==> src/rtl/lector_teclado.sv <==
// 4x4 active-low keypad scanner: 2-flop row synchroniser, single-key debounce,
// and one registered strobe per physical press, gated by habilitar.
module lector_teclado #(
    parameter int SCAN_DIV = 4,
    parameter int DEBOUNCE = 8
) (
    input  logic       clk,
    input  logic       reset,
    input  logic       habilitar,
    input  logic [3:0] filas,
    output logic [3:0] columnas,
    output logic       digito_stb,
    output logic [3:0] digito,
    output logic       tecla_activa
);

    localparam int DW = $clog2(SCAN_DIV + 1);
    localparam int CW = $clog2(DEBOUNCE + 1);

    typedef enum logic [1:0] {
        ST_SCAN,
        ST_DEBOUNCE,
        ST_EMIT,
        ST_RELEASE
    } state_t;

    state_t        state, state_nx;
    logic [3:0]    filas_m, filas_s;
    logic [1:0]    col, col_nx;
    logic [1:0]    fila, fila_nx;
    logic [DW-1:0] dwell, dwell_nx;
    logic [CW-1:0] cnt, cnt_nx;
    logic          one_low;
    logic [1:0]    fila_dec;
    logic [3:0]    patron;

    function automatic logic [3:0] key_code(input logic [1:0] r, input logic [1:0] c);
        logic [3:0] k;
        case ({r, c})
            4'h0: k = 4'h1;  4'h1: k = 4'h2;  4'h2: k = 4'h3;  4'h3: k = 4'hA;
            4'h4: k = 4'h4;  4'h5: k = 4'h5;  4'h6: k = 4'h6;  4'h7: k = 4'hB;
            4'h8: k = 4'h7;  4'h9: k = 4'h8;  4'hA: k = 4'h9;  4'hB: k = 4'hC;
            4'hC: k = 4'hE;  4'hD: k = 4'h0;  4'hE: k = 4'hF;  default: k = 4'hD;
        endcase
        return k;
    endfunction

    // Synchroniser resets to the idle (all rows high) pattern so reset never looks like a press.
    always_ff @(posedge clk or negedge reset) begin
        if (!reset) begin
            filas_m <= 4'hF;
            filas_s <= 4'hF;
        end else begin
            // NOTE: sequential state uses non-blocking assignments so every flop samples pre-edge values.
            filas_m <= filas;
            filas_s <= filas_m;
        end
    end

    // Exactly one low row is a valid single key; zero or several are ignored.
    always_comb begin
        one_low  = 1'b1;
        fila_dec = 2'd0;
        case (filas_s)
            4'b1110: fila_dec = 2'd0;
            4'b1101: fila_dec = 2'd1;
            4'b1011: fila_dec = 2'd2;
            4'b0111: fila_dec = 2'd3;
            default: one_low  = 1'b0;
        endcase
    end

    assign patron = ~(4'b0001 << fila);

    always_ff @(posedge clk or negedge reset) begin
        if (!reset) begin
            state <= ST_SCAN;
            col   <= 2'd0;
            fila  <= 2'd0;
            dwell <= '0;
            cnt   <= '0;
        end else begin
            state <= state_nx;
            col   <= col_nx;
            fila  <= fila_nx;
            dwell <= dwell_nx;
            cnt   <= cnt_nx;
        end
    end

    always_comb begin
        // NOTE: every output of this block gets a default first, so no path can infer a latch.
        state_nx = state;
        col_nx   = col;
        fila_nx  = fila;
        dwell_nx = dwell;
        cnt_nx   = cnt;
        case (state)
            ST_SCAN: begin
                if (dwell == DW'(SCAN_DIV - 1)) begin
                    dwell_nx = '0;
                    if (one_low) begin
                        fila_nx  = fila_dec;
                        cnt_nx   = '0;
                        state_nx = ST_DEBOUNCE;
                    end else begin
                        col_nx = col + 2'd1;
                    end
                end else begin
                    dwell_nx = dwell + 1'b1;
                end
            end
            ST_DEBOUNCE: begin
                if (filas_s == patron) begin
                    if (cnt == CW'(DEBOUNCE - 1)) state_nx = ST_EMIT;
                    else                           cnt_nx   = cnt + 1'b1;
                end else begin
                    dwell_nx = '0;
                    state_nx = ST_SCAN;
                end
            end
            ST_EMIT: begin
                cnt_nx   = '0;
                state_nx = ST_RELEASE;
            end
            default: begin
                // Column stays frozen, so other keys stay invisible until every row is idle.
                if (filas_s == 4'hF) begin
                    if (cnt == CW'(DEBOUNCE - 1)) begin
                        cnt_nx   = '0;
                        dwell_nx = '0;
                        col_nx   = col + 2'd1;
                        state_nx = ST_SCAN;
                    end else begin
                        cnt_nx = cnt + 1'b1;
                    end
                end else begin
                    cnt_nx = '0;
                end
            end
        endcase
    end

    always_ff @(posedge clk or negedge reset) begin
        if (!reset) begin
            digito_stb <= 1'b0;
            digito     <= 4'hF;
        end else begin
            digito_stb <= (state == ST_EMIT) && habilitar;
            digito     <= ((state == ST_EMIT) && habilitar) ? key_code(fila, col) : 4'hF;
        end
    end

    assign columnas     = ~(4'b0001 << col);
    assign tecla_activa = (state != ST_SCAN);

endmodule
==> config.mk <==
export PLATFORM = sky130hd
export DESIGN_NAME = lector_teclado
export DESIGN_NICKNAME = d
export VERILOG_FILES = /design/src/rtl/lector_teclado.sv
export SDC_FILE = /design/constraint.sdc
export NUM_CORES = 1
export LEC_CHECK = 0
export BUFFER_PORTS_ARGS = -buffer_cell sky130_fd_sc_hd__buf_2
export CAP_MARGIN = 20
export CELL_PAD_IN_SITES_DETAIL_PLACEMENT = 0
export CELL_PAD_IN_SITES_GLOBAL_PLACEMENT = 1
export CORE_MARGIN = 5
export CORE_UTILIZATION = 40
export CTS_CLUSTER_DIAMETER = 80
export DETAILED_ROUTE_END_ITERATION = 10
export PLACE_DENSITY = 0.7
export SLEW_MARGIN = 20
export SYNTH_ARGS = -nofsm -noshare
export SYNTH_HDL_FRONTEND = slang
export SYNTH_SLANG_ARGS = --single-unit
==> constraint.sdc <==
create_clock -name clk -period 1.9 [get_ports clk]
set_clock_uncertainty 0.1 [all_clocks]
set_input_delay 0.095 -clock clk [delete_from_list [all_inputs] [get_ports clk]]
set_output_delay 0.095 -clock clk [all_outputs]
set_load 0.02 [all_outputs]
* Word-level counts from Yosys, hierarchy flattened
Memory sizes are Yosys's and may differ from the RTL's.
Cells that the tools add are included.
** Word-level totals
- Bits in read-only memories :: 64
- Memories kept :: 1
- Bits of input ports :: 7
- Output and inout port bits :: 10
- Word-level logic and storage cells :: 79
- Register bits :: 26
** Cells by class
- Bitwise gates (word level) :: 4
- Equality and inequality tests :: 17
- $add $sub $neg :: 3
- Reductions and logical operators :: 16
- Multiplexer cells :: 27
- Shift-type cells :: 2
** Memory list
- (no name shown) :: depth 16, width 4, read ports 1, clocked after Yosys merged registers in 0, write ports 0, line 39 : case ({r, c})
** Operator list (number)
- two-way mux 4 bit :: 7
- two-way mux 2 bit :: 10
- == test 4 bit (second input constant) :: 4
- two-way mux 3 bit :: 4
- != test 2 bit (second input constant) :: 6
- case mux 2 bit (3 select lines) :: 2
- case mux 4 bit (3 select lines) :: 1
- AND reduction 5 bit :: 2
- case mux 3 bit (3 select lines) :: 1
- == test 4 x 3 -> 1 bit (second input constant) :: 2
- NOT 4 bit :: 2
- AND reduction 4 bit :: 2
- nonzero test 4 bit :: 2
- left shift 1 x 2 -> 4 bit (first input constant) :: 2
- nonzero test 2 bit :: 3
- nonzero test 3 bit :: 2
- adder 4 x 1 -> 4 bit (second input constant) :: 1
- == test 4 bit :: 1
- case mux 2 bit (2 select lines) :: 1
- OR reduction 4 bit :: 1
- adder 3 x 1 -> 3 bit (second input constant) :: 1
- == test 3 x 2 -> 1 bit (second input constant) :: 1
- != test 3 bit (second input constant) :: 1
- AND reduction 3 bit :: 1
- other kinds (8) :: 9

* Longest topological paths before layout
- Word-level depth :: 6
- Depth in mapped cells :: 8
- Mapped depth without buffers :: 7

* Worst setup path before layout
No wires, ideal clock.
- Path type :: flip-flop to flip-flop
- Start :: register state[1]
- End :: register dwell[0]
- Stages on the path, launching flop included :: 9
- Setup slack :: -0.195 ns
- Period minus slack after synthesis :: 2.095 ns
- Arrival :: 1.868 ns
- Path through :: dfrtp_1 -> inv_1 -> ha_1 -> clkbuf_1 -> inv_1 -> a22oi_1 -> o22ai_1 -> a21oi_2 -> mux2_1
** Between the ends
- Word-level cells in the longest chain between the ends :: 3
- Elaborated cells between the ends (all ways) :: 9
- Classes of those cells :: 3 x eq/ne; 1 x mux; 1 x bitwise; 4 x reduce/logical
** RTL lines
- start, declared :: line 27 : state_t state, state_nx;
- start signal, assigned :: line 83 : state <= state_nx;
- == test 2 x 1 -> 1 bit (tied with other cells) :: line 98 : case (state)
- != test 2 bit (no source line) (tied with other cells)
- AND reduction 4 bit (no source line)
- end signal, assigned :: line 86 : dwell <= dwell_nx;
- end, declared :: line 31 : logic [DW-1:0] dwell, dwell_nx;
Several ways; a longest one is shown, not always the timed one.
A chain may end at the register's enable or synchronous reset.

* Worst setup path in the final report
- Start :: register filas_s[0]
- End :: register cnt[1]
** Between the ends
- Word-level cells in the longest chain between the ends :: 5
- Elaborated cells between the ends (all ways) :: 13
- Classes of those cells :: 8 x eq/ne; 3 x mux; 2 x reduce/logical
** RTL lines
- start, declared :: line 28 : logic [3:0] filas_m, filas_s;
- start signal, assigned :: line 56 : filas_s <= filas_m;
- == test 4 x 3 -> 1 bit / == test 4 bit (equally long branches) :: line 64 : case (filas_s)
- OR reduction 4 bit (no source line)
- two-way mux 1 bit :: line 64
- != test 2 bit (no source line)
- AND reduction 4 bit (no source line)
- end signal, assigned :: line 87 : cnt <= cnt_nx;
- end, declared :: line 32 : logic [CW-1:0] cnt, cnt_nx;
Several ways; a longest one is shown, not always the timed one.

==> results.cfg <==
[timing]
hold_violations = 0
rsz0062_at_grt = yes
finalSetupViolations = 9
holdWs_ps = 50.7
setup_tns_ps = -858
maxSlewViolCount = 0
timing.final.ws_setup_ps = -150
timing.final.crit_period_ps = 2050
slew_headroom_pct = 60.1
worst_pin_slew_ps = 598
fmax_ghz = 0.488
period_share_pct = 108

[pwr]
power.internal_mw = 1.57
power_density_nw_per_um2 = 1120
peakVddDrop_uv = 408
combPwrFrac_pct = 56.4
power_mw = 2.53
clkPwrFrac_pct = 14.1
switching_share_pct = 38.0
p_leak_nw = 1.01
p_sw_mw = 0.963
pwr-share-seq_pct = 29.5

[clocking]
htree_levels = 1
worstSkewPairLatency_ps = 270
cts_root_buf = clkbuf_8
clk_pin_slew_ps = 90
cts_buffer_depth = 2
tritoncts = yes
cts_buffers = 3
clock_sinks = 26

[run]
maxCapViolations = 0

[worst_setup_path]
cp-end-kind = register
start_kind = register
path_class = register to register
worstPathMaxFanout = 7
path_buf_inv = 1
slowest_delay_ps = 600
crit_family = flip-flops
arrival_ps = 2110
crit_path_top_delay_cell = dfstp_2
path_cells = buf_12 > and3b_1 > o2111a_2 > nor3_4 > a211oi_4 > mux2_4
cp_data_required_time_ps = 1960

[logic_synthesis]
synth_cell_types = 52
synth.avg_cell_area_um2 = 10.4
yosysWarningCount = 0
synth_seq_area_share_pct = 41.4
synthArstFlopShare_pct = 100
synth_ff_type = dfrtp_1
synth.net_count = 173
synth_seq_cells = 26
synth_edf_count = 0
syn_area_um2 = 1610
netlist_instances = 154

[global_routing]
grt-ovfl-total = 0
grt_pass1_wl_um = 6580
grt_pass1_vias = 1395
grt_max_degree = 27
track_usage_pct = 15.6
antenna_found_initial = 0

[place]
globalplace.congestion = 0.877
hpwlAfterDp_um = 2670
numPortBuffers = 16
dpl_cell_area_um2 = 1930
place_ws_ps = -164
place_inst = 241

[cells_and_area]
drive_gt1_share_pct = 50.0
final_nets = 230
layout_common_cells = 34 x buf_4, 16 x buf_2, 14 x dfrtp_1
fin_cells = 260
area_delta_synth_final_pct = 40.5
design_area_um2 = 2260
multi_input_comb_area_um2 = 971
final_common_cell = buf_4
nFillCells = 319
antenna_cells = 0
regArea_um2 = 666
fin_util_pct = 57.3

[routing]
via_per_inst = 5.15
drc = 0
drtIter0Drc = 43
drt_pass1_iterations = 4
routed_wl_um = 3900
post_drt_wl_per_cell_um = 15.0
ant_nets = 0
via_count = 1340

[floorplanning]
dieWidth_um = 73.4
core_area_um2 = 3940
die_h_um = 73.4
initial_core_util_pct = 40.8
ios = 17
rows = 23
die_area_um2 = 5390

[min_path]
hp-class = input port to register

[status]
outcome = complete, but fails checks
violations = setup timing
## cells by family after synthesis
group | after synthesis | share of synthesized area, %
AND/OR/NAND/NOR | 54 | 18.8
XOR/XNOR | 2 | 1.56
adder cells (fa/ha/maj) | 12 | 9.33
flip-flops | 26 | 41.4
multiplexers | 9 | 6.69
buffers and inverters | 21 | 6.14
AO/OA/AOI/OAI | 30 | 16.1
## per-layer routing
metal | part of all wire (%) | routed length (um) | global-route usage, %
met5 | 0 | 0 | 0
met4 | 1.5 | 59 | 5.03
met3 | 2.8 | 110 | 2.60
met2 | 53 | 2080 | 28.3
met1 | 42 | 1650 | 18.5
## registers in the layout (all words and copies together), names as in the netlist
| signal | count |
|---|---|
| digito | 4 |
| state | 2 |
| fila | 2 |
| filas_m | 4 |
| col | 2 |
| cnt | 4 |
| digito_stb | 1 |
| dwell | 3 |
| filas_s | 4 |
## power by group through the flow
stage          Sequential (mW)  Combinational, mW  Clock (mW)
3_5_place_dp             0.756               1.22           0
6_report                 0.748               1.43       0.357
4_1_cts                  0.746               1.29       0.374
3_3_place_gp             0.752               1.18           0
5_1_grt                  0.762               1.57       0.401
2_1_floorplan            0.739              0.767           0
## synthesized netlist by cell type, drive strengths merged, types with 2 or more instances
library cell  instances  area [um2]
nand3                 8        40.0
a21oi                 5        40.0
nand2                11        41.3
nand2b                2        12.5
nand3b                3        22.5
nor2b                 4        25.0
nor3b                 2        15.0
inv                  12        45.0
nor2                 11        41.3
o21ai                 6        30.0
nor3                  4        20.0
buf                   6        41.3
xnor2                 2        25.0
mux2                  4        45.0
o211ai                3        22.5
dfstp                12         315
clkbuf                3        12.5
mux2i                 4        40.0
o22ai                 2        12.5
dfrtp                14         350
ha                   12         150
## area by class of cell
class | count | share of cell area [%]
clock buffers | 4 | 2.43
inverters | 12 | 1.99
multi-input cells | 107 | 42.9
flip-flops and latches | 26 | 29.4
well taps | 50 | 2.77
repair buffers | 61 | 20.4
## path summary, 6_finish.rpt
| kind | startpoint | end | slack (ps) | depth (start not counted) |
|---|---|---|---|---|
| worst max-delay path | filas_s[0] | cnt[1] | -150 | 6 |
| worst min-delay path | habilitar | digito_stb | 50 | 2 |
| worst max register to register | filas_s[0] | cnt[1] | -150 | 6 |
| worst min register to register | filas_m[2] | filas_s[2] | 260 | 0 |
| max in group asynchronous | reset | dwell[2] | 1040 | 2 |
| min in group asynchronous | reset | fila[0] | 260 | 2 |
## timing repair
action | CTS | global route
pin swaps | 5 | 14
endpoints found under the setup margin | 10 | 10
buffers inserted | 3 | 7
gates resized for setup | 11 | 20
hold buffers | 5 | 0
hold endpoints to repair | 18 | 0
(Power assumes the default switching activity.)
